[config.mk]
export PLATFORM = sky130hd
export DESIGN_NAME = time_set_ctrl
export DESIGN_NICKNAME = d
export VERILOG_FILES = /design/src/rtl/time_set_pkg.sv /design/src/rtl/btn_debounce.sv /design/src/rtl/time_set_ctrl.sv
export SDC_FILE = /design/constraint.sdc
export NUM_CORES = 1
export LEC_CHECK = 0
export CAP_MARGIN = 20
export CORE_MARGIN = 2
export CORE_UTILIZATION = 31
export CTS_CLUSTER_DIAMETER = 60
export DETAILED_ROUTE_END_ITERATION = 8
export SLEW_MARGIN = 20
export SYNTH_ARGS = -nofsm -noshare
export SYNTH_HDL_FRONTEND = slang
export SYNTH_SLANG_ARGS = --single-unit
[constraint.sdc]
create_clock -name clk -period 2.2 [get_ports clk]
set_input_delay 0.22 -clock clk [delete_from_list [all_inputs] [get_ports clk]]
set_output_delay 0.22 -clock clk [all_outputs]
set_load 0.03 [all_outputs]
[src/rtl/time_set_pkg.sv]
// Shared types and limits for the time-set controller: FSM states and field ranges.
package time_set_pkg;

  localparam int TIME_W      = 6;
  localparam int HOURS_MAX   = 23;
  localparam int MIN_SEC_MAX = 59;

  typedef enum logic [2:0] {
    RUN,
    SET_H,
    SET_M,
    SET_S,
    COMMIT
  } state_t;

  // Field code shown to the display: 0 means no field is being edited.
  function automatic logic [1:0] mode_code(input state_t s);
    case (s)
      SET_H:   return 2'd1;
      SET_M:   return 2'd2;
      SET_S:   return 2'd3;
      default: return 2'd0;
    endcase
  endfunction

endpackage

[src/rtl/btn_debounce.sv]
// Button debouncer: the level follows raw only after DEBOUNCE_CYC consecutive
// cycles at the new value; press pulses for one cycle on an accepted rising edge.
module btn_debounce #(
  parameter int DEBOUNCE_CYC = 1000000
) (
  input  logic clk,
  input  logic reset,
  input  logic raw,
  output logic level,
  output logic press
);

  localparam int CW = $clog2(DEBOUNCE_CYC + 1);
  localparam logic [CW-1:0] CNT_LAST = CW'(DEBOUNCE_CYC - 1);

  logic [CW-1:0] cnt;

  always_ff @(posedge clk) begin
    if (reset) begin
      level <= 1'b0;
      press <= 1'b0;
      cnt   <= '0;
    end else begin
      press <= 1'b0;
      if (raw == level) begin
        cnt <= '0;
      end else if (cnt == CNT_LAST) begin
        level <= raw;
        press <= raw;
        cnt   <= '0;
      end else begin
        cnt <= cnt + 1'b1;
      end
    end
  end

endmodule

[src/rtl/time_set_ctrl.sv]
// Time-set controller: runs the 1 Hz prescaler, walks the user through editing
// hours/minutes/seconds with two buttons, and hands the result to the datapath.
module time_set_ctrl
  import time_set_pkg::*;
#(
  parameter int CLK_HZ       = 50000000,
  parameter int DEBOUNCE_CYC = 1000000
) (
  input  logic              clk,
  input  logic              reset,
  input  logic              btn_mode,
  input  logic              btn_inc,
  input  logic [TIME_W-1:0] cur_hours,
  input  logic [TIME_W-1:0] cur_minutes,
  input  logic [TIME_W-1:0] cur_seconds,
  output logic              tick,
  output logic              load_valid,
  input  logic              load_ready,
  output logic [TIME_W-1:0] load_hours,
  output logic [TIME_W-1:0] load_minutes,
  output logic [TIME_W-1:0] load_seconds,
  output logic [1:0]        set_mode,
  output logic              blink
);

  localparam int PW = $clog2(CLK_HZ + 1);
  localparam logic [PW-1:0] P_LAST = PW'(CLK_HZ - 1);
  localparam logic [PW-1:0] P_HALF = PW'(CLK_HZ / 2 - 1);
  localparam logic [TIME_W-1:0] H_MAX  = TIME_W'(HOURS_MAX);
  localparam logic [TIME_W-1:0] MS_MAX = TIME_W'(MIN_SEC_MAX);

  // Out-of-range captured values wrap to 0 as well as the maximum itself.
  function automatic logic [TIME_W-1:0] wrap_inc(input logic [TIME_W-1:0] v,
                                                 input logic [TIME_W-1:0] max);
    return (v >= max) ? '0 : v + 1'b1;
  endfunction

  logic mode_level, mode_press, inc_level, inc_press;

  btn_debounce #(.DEBOUNCE_CYC(DEBOUNCE_CYC)) u_mode_db (
    .clk(clk), .reset(reset), .raw(btn_mode), .level(mode_level), .press(mode_press)
  );

  btn_debounce #(.DEBOUNCE_CYC(DEBOUNCE_CYC)) u_inc_db (
    .clk(clk), .reset(reset), .raw(btn_inc), .level(inc_level), .press(inc_press)
  );

  state_t            state, state_n;
  logic [PW-1:0]     presc, presc_n;
  logic [TIME_W-1:0] edit_h, edit_m, edit_s;
  logic [TIME_W-1:0] edit_h_n, edit_m_n, edit_s_n;
  logic              blink_n;
  logic              in_set_n;

  always_comb begin
    state_n  = state;
    edit_h_n = edit_h;
    edit_m_n = edit_m;
    edit_s_n = edit_s;
    case (state)
      RUN: if (mode_press) begin
        state_n  = SET_H;
        edit_h_n = cur_hours;
        edit_m_n = cur_minutes;
        edit_s_n = cur_seconds;
      end
      SET_H: if (mode_press) state_n = SET_M;
             else if (inc_press) edit_h_n = wrap_inc(edit_h, H_MAX);
      SET_M: if (mode_press) state_n = SET_S;
             else if (inc_press) edit_m_n = wrap_inc(edit_m, MS_MAX);
      SET_S: if (mode_press) state_n = COMMIT;
             else if (inc_press) edit_s_n = wrap_inc(edit_s, MS_MAX);
      COMMIT: if (load_valid && load_ready) state_n = RUN;
      default: state_n = RUN;
    endcase

    if (state_n != state || state == COMMIT || presc == P_LAST) presc_n = '0;
    else                                                        presc_n = presc + 1'b1;

    in_set_n = (state_n == SET_H) || (state_n == SET_M) || (state_n == SET_S);
    if (!in_set_n)                                blink_n = 1'b0;
    else if (state_n != state)                    blink_n = 1'b1;
    else if (presc == P_HALF || presc == P_LAST)  blink_n = ~blink;
    else                                          blink_n = blink;
  end

  // Outputs are registered from next-state values so they line up with the state they describe.
  always_ff @(posedge clk) begin
    if (reset) begin
      state        <= RUN;
      presc        <= '0;
      edit_h       <= '0;
      edit_m       <= '0;
      edit_s       <= '0;
      tick         <= 1'b0;
      load_valid   <= 1'b0;
      load_hours   <= '0;
      load_minutes <= '0;
      load_seconds <= '0;
      set_mode     <= 2'd0;
      blink        <= 1'b0;
    end else begin
      state        <= state_n;
      presc        <= presc_n;
      edit_h       <= edit_h_n;
      edit_m       <= edit_m_n;
      edit_s       <= edit_s_n;
      tick         <= (state_n == RUN) && (presc_n == P_LAST);
      load_valid   <= (state_n == COMMIT);
      load_hours   <= (state_n == COMMIT) ? edit_h_n : '0;
      load_minutes <= (state_n == COMMIT) ? edit_m_n : '0;
      load_seconds <= (state_n == COMMIT) ? edit_s_n : '0;
      set_mode     <= mode_code(state_n);
      blink        <= blink_n;
    end
  end

endmodule
* Word-level counts from Yosys, hierarchy flattened *
Cells that the tools add are included.

storage, ports and cells
  bits in registers = 114
  logic and storage cells = 93
  output and inout port bits = 23
  input port bits = 23

cells by class
  add/subtract/negate cells = 6
  equality and inequality tests = 16
  muxes and demuxes = 25
  bitwise gates (word level) = 7
  reductions and logical operators = 18
  $lt $le $gt $ge = 3

operators with widths
  kind                     count
  $mux W6                  12
  $eq A26 B26 Y1 const B   2
  $add A20 B1 Y20 const B  2
  $eq A20 B20 Y1 const B   2
  $pmux W6 S2              3
  $add A26 B1 Y26 const B  1
  $eq A26 B25 Y1 const B   1
  $mux W26                 1
  $add A6 B1 Y6 const B    3
  $mux W3                  5
  $pmux W3 S5              1
  $eq A3 B2 Y1 const B     4
  $ge A6 B6 Y1 const B     2
  $reduce_or A3 Y1         4
  $not A1 Y1               7
  $eq A3 B1 Y1 const B     2
  $eq A3 B3 Y1 const B     2
  $ge A6 B5 Y1 const B     1
  $logic_not A3 Y1         2
  $pmux W2 S3              1
  $logic_or A1 B1 Y1       5
  $reduce_and A2 Y1        2
  $reduce_or A2 Y1         2
  $ne A3 B3 Y1             1
  other kinds (4)          7

* Logic depth before layout (Yosys ltp) *
Gate-level depths: netlist (run 1).

  depth in word-level cells = 9
  gate-level depth with buffers = 8
  mapped depth without buffers = 7

* Cells and area by module *
A second synthesis (run 1) with hierarchy kept.

second synthesis, totals
  cell total of the unflattened synthesis = 633
  area total of the unflattened synthesis = 5,398.9 µm²

by module, submodules not included
  module         times used  area an instance (µm²)  cells an instance  seq. area each (µm²)
  time_set_ctrl  1           3,379.5                 403                1,401.3
  btn_debounce   2           1,009.7                 115                440.4

* Worst setup path after synthesis (run 1) *
Ideal clock, no wire load.

  path type = reg2reg
  from = register presc[0]
  to = register tick
  arrival = 2.072 ns
  buffers on the path = 0
  period minus slack after synthesis = 2.160 ns
  cell stages (with the launch flop) = 8
  path slack = 0.040 ns
  cell sequence = dfxtp_1 > ha_1 > nand3_2 > nor4_4 > nand3_2 > mux2_4 > a211o_1 > nor4_2

on the way
  cells in the longest elaborated chain, start to end = 5
  elaborated cells on any way between the ends = 6
  classes of those cells = add/sub: 1; eq/ne: 2; mux: 1; reduce/logical: 2

RTL lines
  item                                                                     RTL line              source
  start: declaration                                                       time_set_ctrl.sv:49   logic [PW-1:0] presc, presc_n;
  start signal: assignment                                                 time_set_ctrl.sv:104  presc <= presc_n;
  parallel branches: the longest is 2 deep, another holds $add A26 B1 Y26  n/a
  $mux W26 *                                                               time_set_ctrl.sv:77   if (state_n != state || state == COMMIT || presc == P_LAST) presc_n = '0;
  $eq A26 B26 Y1 *                                                         time_set_ctrl.sv:108  tick <= (state_n == RUN) && (presc_n == P_LAST);
  $logic_and A1 B1 Y1 *                                                    time_set_ctrl.sv:108
  end signal: assignment                                                   time_set_ctrl.sv:108
  end: declaration                                                         time_set_ctrl.sv:16   output logic tick,

Mark *: on every way between the ends.
A chain may end at the register's enable or synchronous reset.

* Worst setup path after layout (run 1) *
  from = register presc[1]
  to = register tick

Same word-level chain as after synthesis.

==> results.sh, run 1 <==
export IMPL_slew_viol_final=0
export IMPL_grt_pass1_vias=4325
export IMPL_overflow=0
export IMPL_hold_path_class="input pin to flip-flop"
export IMPL_final_cells=923
export IMPL_avgRoutedWirePerCell_microns=12.78
export IMPL_cts_buffers=17
export IMPL_peakVddDrop_mv=0.5540
export IMPL_syn_to_final_growth_pct=27.49
export IMPL_routed_via_count=4530
export IMPL_antenna_left=0
export IMPL_path_clk_slew_ns=0.05
export IMPL_pin_count=46
export IMPL_syn_cell_area_sq_mm=0.005289
export IMPL_rsz0062_at_grt="false"
export IMPL_setup_tns_final_ns=0
export IMPL_drc=0
export IMPL_total_power_mw=5.232
export IMPL_maxCapViolCount=0
export IMPL_io_buffer_count=45
export IMPL_synth_top_area_share_pct=43.15
export IMPL_clk_latency_ns=0.41
export IMPL_fin_crit_ns=2.028
export IMPL_setup_violations_final=0
export IMPL_synth_area_leaders="dfxtp_1 43%, nor2_1 9.1%, xor2_1 6.5%"
export IMPL_dp_final_hpwl_mm=8.050
export IMPL_crit_path_max_fanout=3
export IMPL_grt_max_degree=31
export IMPL_grt_pass1_wl_mm=20.18
export IMPL_ys_warn_count=0
export IMPL_post_route_period_util_pct=92.18
export IMPL_hold_violations=0
export IMPL_skew_ns=0.006703
export IMPL_drt_first_pass_iters=4
export IMPL_power_leakage_nw=2.383
export IMPL_end_kind="flip-flop"
export IMPL_track_usage_pct=13.85
export IMPL_synth_net_count=664
export IMPL_clockBufferDepth=2
export IMPL_totalWireLength_mm=11.79
export IMPL_syn_inst=635
export IMPL_htreeDepth=4
export IMPL_synth_seq_area_share_pct=43.15
export IMPL_placementRows=47
export IMPL_drive_above_1_share_pct=10.38
export IMPL_outcome="finished clean"
export IMPL_cts_root_buf="clkbuf_16"
export IMPL_cp_arrival_ns=2.35
export IMPL_avgViaCountPerCell=4.908
export IMPL_antenna_found_initial=0
export IMPL_synth_area_leader_cell="dfxtp_1"
export IMPL_max_freq_ghz=0.4931
export IMPL_synthArstFlopShare_pct=0
export IMPL_synthFlopType="dfxtp_1"
export IMPL_drtIter0Drc=222
export IMPL_die_area_sq_mm=0.01812
export IMPL_final_nets=719
export IMPL_cts_sinks=114
export IMPL_cts_hold_buffers=0
export IMPL_dp_cells=891
export IMPL_coreArea_sq_mm=0.01664
export IMPL_synth_edff_count=0
export IMPL_post_route_cell_area_sq_mm=0.006743
export IMPL_crit_type="flip-flop to flip-flop"
export IMPL_synth_avg_cell_area_sq_um=8.329
export IMPL_initial_utilization_pct=31.78
export IMPL_gp_congestion=0.8633
export IMPL_antenna_cells=0
export IMPL_tightestPinTransition_ns=0.6052
export IMPL_die_y_microns=134.6
export IMPL_ys_types=61
export IMPL_startpoint_type="flip-flop"
export IMPL_cts_tree="done"
export IMPL_post_dp_cell_area_sq_mm=0.006075
export IMPL_die_w_microns=134.6
export IMPL_ys_ff_latch=114
export IMPL_power_density_mw_per_mm2=776.0
export IMPL_required_ns=2.53
export IMPL_max_slew_margin_pct=59.50
## cell families (layout without fill, tap and decap cells)
logic type	Yosys count	in the layout	synth area share, %
xor gates and xnor gates	67	67	11.10
muxes	6	6	1.254
buffers and inverters	43	111	3.146
AOI/OAI and AO/OA	83	83	10.46
and+or+nand+nor	316	316	29.48
adders and majority gates	6	6	1.419
DFF	114	114	43.15
## power breakdown
part / switching (mW) / total, mW / internal (mW)
Combinational: 0.0533 / 0.111 / 0.0573
Sequential: 0.00761 / 2.08 / 2.08
Clock: 0.919 / 3.04 / 2.12
## state kept, by name, indices dropped and copies added, names as in the netlist
register         cells
set_mode             2
state                3
u_mode_db.cnt       20
load_minutes         6
load_seconds         6
tick                 1
blink                1
u_inc_db.cnt        20
presc               26
u_inc_db.press       1
edit_s               6
load_valid           1
edit_h               6
u_inc_db.level       1
load_hours           6
edit_m               6
u_mode_db.level      1
u_mode_db.press      1
## cell usage after synthesis, types with 2 or more instances
| library cell | n |
|---|---|
| a211o_1 | 2 |
| a211oi_1 | 4 |
| a21o_1 | 4 |
| a21oi_1 | 20 |
| a222oi_1 | 6 |
| a22oi_1 | 3 |
| a31oi_1 | 5 |
| a32oi_1 | 2 |
| and2_1 | 7 |
| and3_1 | 15 |
| and4_1 | 3 |
| buf_2 | 2 |
| clkbuf_1 | 28 |
| clkbuf_2 | 2 |
| dfxtp_1 | 114 |
| ha_1 | 6 |
| inv_1 | 10 |
| mux2i_1 | 4 |
| nand2_1 | 52 |
| nand2b_1 | 4 |
| nand3_1 | 25 |
| nand3_2 | 3 |
| nand3b_1 | 4 |
| nand4_1 | 18 |
| nor2_1 | 128 |
| nor2b_1 | 10 |
| nor3_1 | 21 |
| nor4_1 | 4 |
| nor4_2 | 2 |
| nor4b_1 | 2 |
| o211ai_1 | 3 |
| o21ai_0 | 19 |
| o221ai_1 | 2 |
| or2_2 | 5 |
| or3_1 | 4 |
| or3b_2 | 2 |
| xnor2_1 | 28 |
| xor2_1 | 39 |
## cell usage in the layout, fill, tap and decap left out, drive strengths merged, types with 5 or more instances in the layout
master         Yosys  routed
nor3              21      21
dfxtp            114     114
nand2             52      52
nor2b             10      10
a21oi             20      20
nor2             128     128
or2                5       5
a31oi              5       5
a222oi             6       6
o21ai             20      20
clkinv             1       5
inv               10      10
nand4             18      18
nand3             29      29
and3              15      15
bufinv             0       5
clkdlybuf4s50      0      45
nor4               7       7
clkbuf            30      22
ha                 6       6
buf                2      23
xnor2             28      28
xor2              39      39
and2               7       7
## per-stage QoR
stage                     utilization, %  hold slack, ns  worst slack [ns]
after floorplan                        -          0.3659           0.04044
after global placement             36.50          0.4268            0.2190
after detailed placement           36.50          0.4340            0.1666
after CTS                          40.48          0.4166            0.1581
after global routing               40.52          0.4615          0.001722
final                              40.52          0.4366            0.1720
## final cells by class
cell class,count,area (sq um)
Clock buffer,22,484.2
Clock inverter,10,177.7
Fill cell,1664,9899
Inverter,11,41.29
Multi-Input combinational cell,478,2846
Sequential cell,114,2282
Tap cell,220,275.3
Timing Repair Buffer,68,635.6
## worst max-delay path: stages, from the launching register on
cell and delay [ns]:
dfxtp_1 0.34, ha_1 0.19, nand3_2 0.12, nor4_4 0.31
nand3_2 0.13, mux2_4 0.31, a211o_1 0.30, nor4_2 0.23
## final timing paths
kind,startpoint,endpoint,cells past startpoint,slack [ns]
setup / recovery,presc[1],tick,7,0.17
hold / removal,cur_hours[0],edit_h[0],3,0.44
setup reg to reg,presc[1],tick,7,0.17
hold reg to reg,u_inc_db.cnt[0],u_inc_db.cnt[0],1,0.44
## routing by layer
| layer | track usage, % | up-vias | part of all wire [%] |
|---|---|---|---|
| met5 | 0 | - | 0 |
| met4 | 7.018 | 0 | 1.9 |
| met2 | 21.94 | 97 | 46 |
| met1 | 17.13 | 2108 | 47 |
| met3 | 4.129 | 15 | 5.2 |
| li1 | - | 2310 | - |
## what timing repair did
action / CTS / global route
resized for setup: 0 / 1
endpoints found under the hold margin: 0 / 0
setup endpoints to repair: 0 / 20
setup buffers: 0 / 0
No activity file was read; power rests on OpenSTA's default activity.
==> run 2: changes to the inputs <==
ABC_CLOCK_PERIOD_IN_PS = 2200   (was unset)
CAP_MARGIN = 25   (was 20)
CORE_MARGIN = unset   (was 2)
==> results.sh, run 2 (synthesized netlist as in run 1, its figures left out) <==
export IMPL_totalWireLength_mm=11.56
export IMPL_top_register="presc"
export IMPL_min_to="u_inc_db.cnt[0]"
export IMPL_reg2reg_from="presc[1]"
export IMPL_power_density_mw_per_mm2=713.5
export IMPL_drc=0
export IMPL_grt_max_degree=31
export IMPL_slew_viol_final=0
export IMPL_path_cells="ha_1 > nand3_2 > nor4_4 > nand3_2 > mux2_4 > a211o_1 > nor4_2"
export IMPL_internal_power_mw=3.795
export IMPL_setup_violations_final=0
export IMPL_avgRoutedWirePerCell_microns=12.46
export IMPL_tightestPinTransition_ns=0.5726
export IMPL_antenna_found_initial=0
export IMPL_rr_worst_depth=7
export IMPL_cp_arrival_ns=2.38
export IMPL_holdPathStages=1
export IMPL_max_freq_ghz=0.4870
export IMPL_die_area_sq_mm=0.01759
export IMPL_grt_pass1_wl_mm=19.68
export IMPL_maxCapViolCount=0
export IMPL_setup_ws_ns=0.1464
export IMPL_hold_violations=0
export IMPL_critPathMaxStageDelay_ns=0.33
export IMPL_crit_path_top_delay_cell="dfxtp_1"
export IMPL_crit_path_max_fanout=3
export IMPL_antenna_cells=0
export IMPL_clockPowerShare_pct=53.9
export IMPL_cts_hold_buffers=0
export IMPL_final_cells=928
export IMPL_combPwrFrac_pct=2.3
export IMPL_hold_path_class="flip-flop to flip-flop"
export IMPL_final_cell_mix="128 x nor2_1, 114 x dfxtp_1, 52 x nand2_1"
export IMPL_cts_resized=0
export IMPL_die_y_microns=132.6
export IMPL_gp_congestion=0.8641
export IMPL_end_kind="flip-flop"
export IMPL_cp_common_cell="nand3_2"
export IMPL_path_clk_slew_ns=0.05
export IMPL_post_route_period_util_pct=93.34
export IMPL_routed_via_count=4491
export IMPL_p_seq_share_pct=43.8
export IMPL_p_sw_share_pct=20.20
export IMPL_skew_ns=0.008342
export IMPL_track_usage_pct=13.89
export IMPL_crit_type="flip-flop to flip-flop"
export IMPL_max_slew_margin_pct=61.69
export IMPL_setup_tns_final_ns=0
export IMPL_fin_hold_ws_ns=0.4372
export IMPL_drive_above_1_share_pct=10.17
export IMPL_htreeDepth=4
export IMPL_clockBufferDepth=2
export IMPL_cts_tree="done"
export IMPL_peakVddDrop_mv=0.5216
export IMPL_antenna_left=0
export IMPL_die_w_microns=132.6
export IMPL_placementRows=47
export IMPL_drtIter0Drc=203
export IMPL_post_place_ws_ns=0.1517
export IMPL_post_cts_buffers=0
export IMPL_coreArea_sq_mm=0.01664
export IMPL_p_sw_uw=960.8
export IMPL_outcome="finished clean"
export IMPL_largest_reg_flops=26
export IMPL_power_leakage_nw=2.356
export IMPL_fin_crit_ns=2.054
export IMPL_dp_final_hpwl_mm=8.044
export IMPL_grt_pass1_vias=4197
export IMPL_required_ns=2.52
export IMPL_io_buffer_count=45
export IMPL_hp_start="u_inc_db.cnt[0]"
export IMPL_syn_to_final_growth_pct=26.02
export IMPL_drt_first_pass_iters=5
export IMPL_cts_root_buf="clkbuf_16"
export IMPL_cts_buffers=17
export IMPL_pin_count=46
export IMPL_rsz0062_at_grt="false"
export IMPL_timing_rr_end="tick"
export IMPL_final_nets=724
export IMPL_rrSetupSlack_ns=0.15
export IMPL_avgViaCountPerCell=4.839
export IMPL_startpoint_type="flip-flop"
export IMPL_dp_cells=896
export IMPL_initial_utilization_pct=31.78
export IMPL_final_common_cell="nor2_1"
export IMPL_cts_sinks=114
export IMPL_overflow=0
export IMPL_clk_latency_ns=0.42
export IMPL_top_regs="presc (26), u_inc_db.cnt (20), u_mode_db.cnt (20)"
-- run 2: per-stage QoR --
step                total power [mW]  cell area (sq um)  utilization (%)
global route                   4.928               6665            40.05
floorplan                      2.168               5289                -
CTS                            4.826               6665            40.05
finish                         4.756               6665            40.05
detailed placement             2.235               6112            36.73
global placement               2.236               6112            36.73
-- run 2: final cells by class --
class                      instances  area, sq um
inverter                          11        41.29
sequential                       114         2282
tap                              220        275.3
clock inverter                     5        50.05
timing repair buffer              73        673.1
multi-input combinational        478         2840
fill                            1652         9977
clock buffer                      27        503.0
-- run 2: critical path: cells and delay by family (launching register included) --
kind / cells / cell delay (ns)
simple gates: 4 / 0.83
fa+ha+maj: 1 / 0.19
flops: 1 / 0.33
mux: 1 / 0.31
compound gates: 1 / 0.30
-- run 2: how the worst max path moves through the flow --
stage,start,end
finish,presc[1],tick
global route,presc[1],tick
CTS,presc[1],tick
detailed placement,presc[1],tick
global placement,presc[1],tick
floorplan,presc[0],tick
-- run 2: routing by layer --
layer  wire length [microns]  share of wire, %  GRT usage, %  vias to the layer above
li1                        -                 -             -                     2320
met1                    5818                50         18.22                     2072
met2                    5071                44         20.41                       72
met3                     362               3.1         3.563                       27
met4                     312               2.7         8.429                        0
met5                       0                 0             0                        -
-- run 2: power by group through the flow --
stage / clock network (mW) / registers (mW) / logic (mW)
after floorplan: 0 / 2.12 / 0.0433
after global placement: 0 / 2.12 / 0.111
after detailed placement: 0 / 2.13 / 0.110
after CTS: 2.63 / 2.08 / 0.110
after global routing: 2.73 / 2.08 / 0.121
final: 2.56 / 2.08 / 0.109
==> run 3: changes to the inputs <==
TNS_END_PERCENT = 10   (was unset)
==> results of run 3 <==
Final layout, timing and power as in run 2 (identical DEF).
